[src/rtl/cache_byte_write_merge.sv]
// Byte-granular read-modify-write engine for store hits in a 2-way data cache.
// Partial hits read the stored word, merge enabled bytes and write back;
// full-word hits write directly; misses report back without touching RAM.
module cache_byte_write_merge #(
  parameter int AWIDTH = 3,
  parameter int DWIDTH = 32
) (
  input  logic                clock,
  input  logic                reset_n,
  input  logic                req_valid,
  output logic                req_ready,
  input  logic [AWIDTH-1:0]   req_addr,
  input  logic [DWIDTH-1:0]   req_wdata,
  input  logic [DWIDTH/8-1:0] req_be,
  input  logic                req_hit,
  input  logic                req_way,
  output logic [AWIDTH-1:0]   ram_addr,
  output logic [DWIDTH-1:0]   ram_din,
  output logic                ram_we0,
  output logic                ram_we1,
  input  logic [DWIDTH-1:0]   ram_dout0,
  input  logic [DWIDTH-1:0]   ram_dout1,
  output logic                resp_valid,
  output logic                resp_miss,
  output logic [DWIDTH-1:0]   resp_data
);
  localparam int BWIDTH = DWIDTH / 8;

  typedef enum logic [1:0] {IDLE, READ, WRITE, RESP} state_t;

  state_t              state_q, state_d;
  logic [AWIDTH-1:0]   addr_q, addr_d;
  logic [DWIDTH-1:0]   wdata_q, wdata_d;
  logic [BWIDTH-1:0]   be_q, be_d;
  logic                hit_q, hit_d;
  logic                way_q, way_d;
  logic [DWIDTH-1:0]   resp_data_q, resp_data_d;
  logic [DWIDTH-1:0]   din_q, din_d;
  logic [DWIDTH-1:0]   rd_word;
  logic [DWIDTH-1:0]   merged;
  logic                accept;

  assign accept = (state_q == IDLE) && req_valid;

  // State and datapath registers; async reset clears everything.
  always_ff @(posedge clock or negedge reset_n) begin
    if (!reset_n) begin
      state_q     <= IDLE;
      addr_q      <= '0;
      wdata_q     <= '0;
      be_q        <= '0;
      hit_q       <= 1'b0;
      way_q       <= 1'b0;
      resp_data_q <= '0;
      din_q       <= '0;
    end else begin
      state_q     <= state_d;
      addr_q      <= addr_d;
      wdata_q     <= wdata_d;
      be_q        <= be_d;
      hit_q       <= hit_d;
      way_q       <= way_d;
      resp_data_q <= resp_data_d;
      din_q       <= din_d;
    end
  end

  // Byte merge: enabled bytes from the store, the rest from the hitting way's read data.
  always_comb begin
    rd_word = way_q ? ram_dout1 : ram_dout0;
    merged  = '0;
    for (int i = 0; i < BWIDTH; i++)
      merged[8*i +: 8] = be_q[i] ? wdata_q[8*i +: 8] : rd_word[8*i +: 8];
  end

  // Next-state decode plus request latch and response/data register updates.
  always_comb begin
    state_d     = state_q;
    addr_d      = addr_q;
    wdata_d     = wdata_q;
    be_d        = be_q;
    hit_d       = hit_q;
    way_d       = way_q;
    resp_data_d = resp_data_q;
    din_d       = din_q;
    case (state_q)
      IDLE: if (accept) begin
        addr_d  = req_addr;
        wdata_d = req_wdata;
        be_d    = req_be;
        hit_d   = req_hit;
        way_d   = req_way;
        if (!req_hit) begin
          state_d     = RESP;
          resp_data_d = '0;    // miss reports a zero word
        end else if (&req_be) begin
          state_d = WRITE;     // full word: no read needed
        end else begin
          state_d = READ;      // includes be == 0: rewrite the unchanged word
        end
      end
      READ:  state_d = WRITE;
      WRITE: begin
        resp_data_d = merged;
        din_d       = merged;
        state_d     = RESP;
      end
      RESP:  state_d = IDLE;
      default: state_d = IDLE;
    endcase
  end

  // Outputs: write enables decode straight from state so reset drops them at once.
  always_comb begin
    req_ready  = (state_q == IDLE);
    ram_addr   = addr_q;
    ram_din    = (state_q == WRITE) ? merged : din_q;
    ram_we0    = (state_q == WRITE) && !way_q;
    ram_we1    = (state_q == WRITE) &&  way_q;
    resp_valid = (state_q == RESP);
    resp_miss  = (state_q == RESP) && !hit_q;
    resp_data  = resp_data_q;
  end

endmodule

[config.mk]
export PLATFORM = sky130hd
export DESIGN_NAME = cache_byte_write_merge
export DESIGN_NICKNAME = d
export VERILOG_FILES = /design/src/rtl/cache_byte_write_merge.sv
export SDC_FILE = /design/constraint.sdc
export NUM_CORES = 1
export LEC_CHECK = 0
export CORE_MARGIN = 8
export CORE_UTILIZATION = 30
export DETAILED_ROUTE_END_ITERATION = 7
export GPL_TIMING_DRIVEN = 0
export PLACE_DENSITY_LB_ADDON = 0.08
export SKIP_LAST_GASP = 1
export SLEW_MARGIN = 40
export SYNTH_ARGS = -nofsm -noshare
export SYNTH_HDL_FRONTEND = slang
export SYNTH_SLANG_ARGS = --single-unit
[constraint.sdc]
create_clock -name clock -period 4.3 [get_ports clock]
set_input_delay 0.645 -clock clock [delete_from_list [all_inputs] [get_ports clock]]
set_output_delay 0.645 -clock clock [all_outputs]
set_load 0.005 [all_outputs]
==> run_results.csv, run 1 <==
group,metric,value,unit
cts,postCtsHoldBufs,0,
worst_setup_path,crit_path_end_kind,"output port",
cts,cts_root_buf,"clkbuf_16",
global_route,overflow,0,
cts,clock-sinks,107,
synthesis,synth.distinct_cells,23,
cts,numCtsBuffers,9,
die,die_h,148,µm
routing,wirelength,17.8,mm
die,die_area,21900,µm²
sta,setup-violations-final,0,
sta,skew,9.32,ps
routing,drc,0,
layout,diodes,0,
power_and_ir_drop,swShare,0.383,
synthesis,syn_nets,571,
sta,worst_pin_slew,630,ps
routing,post_drt_via_cell_ratio,4.92,
placed_design,place_area,7320,µm²
sta,rsz0062_at_grt,"false",
placed_design,dp_hpwl,13.0,mm
routing,dr.first_iter.drc_count,135,
cts,clkLatencyLatePin,350,ps
power_and_ir_drop,p_total,5830,µW
flow_run,maxCapViolCount,0,
layout,drive_gt1_frac,0.180,
global_route,grt_use_total,0.165,
cts,postCtsResizedCells,0,
synthesis,synth_seq_area_share,0.513,
global_route,antenna_found_initial,0,
die,die_width,148,µm
synthesis,postSynthCellCount,459,
placed_design,gp_congestion,0.762,
sta,fin_crit,3400,ps
power_and_ir_drop,p_seq_frac,0.300,
power_and_ir_drop,p_int,3590,µW
synthesis,ys_warn_count,0,
synthesis,synth_edf_count,0,
routing,first_pass_iters,4,
cts,cts_tree,"built",
global_route,grt_pass1_wl,27.7,mm
placed_design,port-buffer-count,179,
power_and_ir_drop,p_clk_frac,0.137,
cts,cts_max_path_buffers,2,
sta,drv_slew,0,
sta,relSlewSlack,0.580,
worst_setup_path,crit_required,3650,ps
die,fp.coreArea,17200,µm²
status,status,"finished clean",
placed_design,dp_slack,1260,ps
worst_setup_path,cp.arrival,2750,ps
power_and_ir_drop,irDropWorstVdd,0.400,mV
synthesis,async_flop_share,1.00,
sta,tns,0,ps
layout,fin_area,7600,µm²
synthesis,avgSynthCellArea,11.4,µm²
power_and_ir_drop,power_density,767,nW/µm²
layout,syn_to_final_growth,45.7,%
routing,detail-route-antenna-nets,0,
sta,fin_crit_sh,0.790,
synthesis,synth-main-ff-cell,"dfrtp_1",
power_and_ir_drop,combPwrFrac,0.563,
routing,wl_per_cell,20.2,µm
worst_hold_path,min_path_type,"primary input to asynchronous set/reset pin",
power_and_ir_drop,p_leak,0.00308,µW
cts,clk_pin_slew,70,ps
sta,finalHoldViolCount,0,
global_route,grt_start_max_net_pins,59,
sta,fmax,295,MHz
die,boundaryPins,180,
worst_setup_path,path_class,"flop to output port",
die,initial_core_util,0.304,
synthesis,syn-cell-area,5220,µm²
sta,setup_ws,904,ps
power_and_ir_drop,switchingPower,2230,µW
worst_setup_path,startpoint_type,"flop",
cts,cts_setup_buffers,0,
routing,vias,4328,
worst_setup_path,crit_path_max_fanout,10,
die,rows,48,
synthesis,ys_seq_elements,107,
layout,layout.nets,762,
cts,h-tree-depth,3,
global_route,grt_pass1_vias,4720,
registers in the layout, summed over array words and instances (netlist names):
signal	count
be_q	4
din_q	32
hit_q	1
ram_addr	3
resp_data	32
state_q	2
way_q	1
wdata_q	32
critical path, stage by stage (launching register included):
cell and delay [ps]:
dfrtp_1 390, inv_1 120, ha_1 150, buf_2 240, buf_1 530, nand2_1 100, o22ai_1 290, clkdlybuf4s50_1 580
cells in the mapped netlist, drive strengths merged (2+ instances only):
cell type  instances  area (µm²)
clkbuf             3        15.0
inv               34         128
o22ai             33         206
ha                 4        50.1
o21ai              2        10.0
nand2             34         130
nor2b             35         219
mux2              41         462
dfrtp            107        2680
nand4             33         206
a211oi            32         380
buf               33         209
nand2b            33         206
o2bb2ai           32         280
layer usage:
metal / GRT usage / up-vias / wire (µm) / share of wire
li1: - / 2030 / - / -
met1: 0.203 / 2165 / 7850 / 0.44
met2: 0.275 / 123 / 8760 / 0.49
met3: 0.0428 / 10 / 1020 / 0.058
met4: 0.0515 / 0 / 159 / 0.0089
met5: 0 / - / 0 / 0
cells by family (layout without fill, tap and decap cells):
| kind of cell | after synthesis | after routing | share of synthesized area |
|---|---|---|---|
| multiplexers | 41 | 41 | 0.0885 |
| AND/OR/NAND/NOR | 136 | 136 | 0.147 |
| AO/OA/AOI/OAI | 101 | 101 | 0.174 |
| adder cells (fa/ha/maj) | 4 | 4 | 0.00960 |
| flip-flops | 107 | 107 | 0.513 |
| buffers and inverters | 70 | 265 | 0.0674 |
power by group through the flow:
| stage | clock [µW] | combinational, µW | sequential (µW) |
|---|---|---|---|
| after detailed placement | 0 | 3330 | 1770 |
| after global placement | 0 | 3290 | 1760 |
| final | 797 | 3280 | 1750 |
| after CTS | 827 | 3350 | 1750 |
| after global routing | 865 | 3590 | 1810 |
| after floorplan | 0 | 1780 | 1700 |
final cells by class:
cell class / instances / area [µm²]
Fill cell: 1657 / 9570
Sequential cell: 107 / 2680
Multi-Input combinational cell: 282 / 2190
Timing Repair Buffer: 180 / 1820
Tap cell: 225 / 282
Clock buffer: 13 / 270
Buffer: 36 / 224
Inverter: 34 / 128
Clock inverter: 2 / 10.0
final timing paths:
| check | to | cells past startpoint | slack (ps) | from |
|---|---|---|---|---|
| setup / recovery | ram_din[30] | 7 | 900 | state_q[0] |
| max in group asynchronous | resp_data[12] | 2 | 3480 | reset_n |
| hold / removal | wdata_q[27] | 1 | 190 | reset_n |
| min in group clock | resp_data[5] | 1 | 490 | resp_data[5] |
| setup reg to reg | din_q[30] | 6 | 2350 | state_q[0] |
| hold reg to reg | resp_data[5] | 1 | 490 | resp_data[5] |
placed cells by master, fill, tap and decap left out, types with 2 or more instances in the layout:
cell | Yosys | routed
buf_6 | 6 | 6
nand4_1 | 33 | 33
o21ai_0 | 2 | 2
dfrtp_1 | 107 | 107
buf_1 | 3 | 3
o2bb2ai_1 | 32 | 32
nand2_1 | 33 | 33
clkbuf_1 | 2 | 3
clkinv_2 | 0 | 2
inv_1 | 34 | 34
o22ai_1 | 33 | 33
clkbuf_8 | 0 | 3
a211oi_1 | 4 | 4
a211oi_2 | 28 | 28
mux2_2 | 41 | 41
buf_2 | 20 | 20
clkdlybuf4s50_1 | 0 | 178
ha_1 | 4 | 4
nor2b_1 | 35 | 35
buf_4 | 4 | 4
clkbuf_16 | 0 | 9
nand2b_1 | 33 | 33
stage by stage:
stage / util / std cells / hold slack [ps]
CTS: 0.443 / 879 / 199
global placement: 0.424 / 863 / 472
floorplan: - / 459 / 349
detailed placement: 0.426 / 864 / 476
finish: 0.443 / 879 / 189
global route: 0.443 / 879 / 207
(Power assumes the default switching activity.)
==> run 2, diff against run 1 <==
==> constraint.sdc (replaced) <==
create_clock -name clock -period 3.2 [get_ports clock]
set_input_delay 0.48 -clock clock [delete_from_list [all_inputs] [get_ports clock]]
set_output_delay 0.48 -clock clock [all_outputs]
set_load 0.005 [all_outputs]
==> run_results.csv, run 2 (synthesis gave the netlist of run 1 again) <==
group,metric,value,unit
status,status,"finished clean",
sta,drv_slew,0,
cts,cts_max_path_buffers,2,
layout,fin_area,7610,µm²
routing,post_drt_via_cell_ratio,4.91,
layout,final_cell_mix,"178 x clkdlybuf4s50_1, 107 x dfrtp_1, 41 x mux2_2, 35 x nor2b_1, 34 x inv_1",
layout,drive_gt1_frac,0.185,
worst_setup_path,crit_path_end_kind,"output port",
cts,postCtsHoldBufs,0,
global_route,grt_start_max_net_pins,59,
worst_setup_path,r2r_start,"state_q[0]",
worst_setup_path,critPathMaxStageDelay,580,ps
routing,drc,0,
sta,rsz0062_at_grt,"false",
layout,diodes,0,
global_route,grt_use_total,0.165,
routing,detail-route-antenna-nets,0,
routing,vias,4318,
power_and_ir_drop,irDropWorstVdd,0.538,mV
sta,relSlewSlack,0.626,
global_route,overflow,0,
layout,fin_util,0.443,
sta,skew,9.67,ps
cts,clock-sinks,107,
cts,cts_tree,"built",
worst_setup_path,cp.arrival,2540,ps
global_route,grt_pass1_wl,27.7,mm
cts,numCtsBuffers,9,
routing,wl_per_cell,20.3,µm
die,boundaryPins,180,
cts,h-tree-depth,3,
sta,finalHoldViolCount,0,
global_route,antenna_found_initial,0,
layout,syn_to_final_growth,45.8,%
worst_setup_path,worstPathCellList,"inv_1 -> ha_1 -> buf_2 -> buf_2 -> buf_2 -> o22ai_1 -> clkdlybuf4s50_1",
die,die_h,148,µm
placed_design,place_area,7320,µm²
worst_setup_path,path_class,"flop to output port",
sta,fin_crit_sh,0.944,
die,fp.coreArea,17200,µm²
worst_setup_path,ff2ff_setup_slack,1360,ps
die,die_area,21900,µm²
worst_setup_path,crit_path_max_fanout,10,
die,die_width,148,µm
placed_design,port-buffer-count,179,
power_and_ir_drop,power_density,1030,nW/µm²
sta,setup-violations-final,0,
sta,fin_crit,3020,ps
routing,wirelength,17.8,mm
layout,fill_cells,1655,
cts,clkLatencyLatePin,350,ps
global_route,grt_pass1_vias,4720,
worst_hold_path,min_path_type,"primary input to asynchronous set/reset pin",
worst_setup_path,startpoint_type,"flop",
worst_setup_path,ff2ff_path_depth,6,
worst_setup_path,cp_common_cell,"buf_2",
worst_setup_path,r2r_end,"din_q[30]",
layout,ff_latch_area,2680,µm²
cts,cts_setup_buffers,0,
routing,first_pass_iters,4,
layout,layout.nets,762,
layout,final_common_cell,"clkdlybuf4s50_1",
sta,fmax,331,MHz
cts,clk_pin_slew,70,ps
sta,worst_pin_slew,562,ps
power_and_ir_drop,p_leak,0.00309,µW
placed_design,dp_hpwl,13.0,mm
worst_setup_path,slowest_stage,"clkdlybuf4s50_1",
flow_run,maxCapViolCount,0,
cts,cts_root_buf,"clkbuf_16",
placed_design,gp_congestion,0.762,
cts,postCtsResizedCells,1,
layout,multiInputGateArea,2190,µm²
worst_setup_path,crit_required,2720,ps
die,rows,48,
die,initial_core_util,0.304,
routing,dr.first_iter.drc_count,131,
==> run 2: changes by cell type in the layout (fill, tap and decap cells not counted), sizes merged <==
cell    before  now
buf         35   33
clkbuf      16   18
==> run 2: stage by stage <==
step | hold slack, ps | setup TNS [ps] | setup WS (ps) | cells | power, µW
after global placement | 472 | -278150 | -2610 | 863 | 6780
after global routing | 42.3 | 0 | 25.9 | 879 | 8420
after CTS | 34.3 | 0 | 79.1 | 879 | 7970
final | 26.4 | 0 | 179 | 879 | 7840
after detailed placement | 417 | 0 | 328 | 864 | 6850
after floorplan | 184 | 0 | 1430 | 459 | 4680
==> run 2: worst max-delay path: cells and delay by family, from the launching register on <==
kind / cells / cell delay, ps
compound gates: 1 / 330
fa+ha+maj: 1 / 190
flops: 1 / 360
buf+inv: 5 / 1320
==> run 2: worst max path at each step <==
stage                  endpoint  slack, ps        from
global route        ram_din[30]         30  state_q[0]
finish              ram_din[30]        180  state_q[0]
global placement      din_q[14]      -2610     reset_n
floorplan           ram_din[21]       1430  state_q[0]
detailed placement  ram_din[30]        330  state_q[0]
CTS                 ram_din[19]         80  state_q[0]
==> run 2: area by class of cell <==
class | count | share of cell area
flip-flops and latches | 107 | 0.352
multi-input cells | 282 | 0.288
repair buffers | 180 | 0.240
well taps | 225 | 0.0370
clock buffers | 13 | 0.0355
plain buffers | 36 | 0.0299
inverters | 34 | 0.0168
clock inverters | 2 | 0.00132
==> run 2: power breakdown <==
part           total, µW  switching [µW]  internal, µW
Sequential          2350             335          2020
Combinational       4410            2180          2230
Clock               1070             485           586
Total               7840            3000          4830
==> run 2: per-layer routing <==
| layer | part of all wire | vias up | GRT usage |
|---|---|---|---|
| met2 | 0.49 | 129 | 0.275 |
| met4 | 0.012 | 0 | 0.0515 |
| met3 | 0.059 | 13 | 0.0428 |
| met5 | 0 | - | 0 |
| met1 | 0.44 | 2149 | 0.204 |
| li1 | - | 2027 | - |
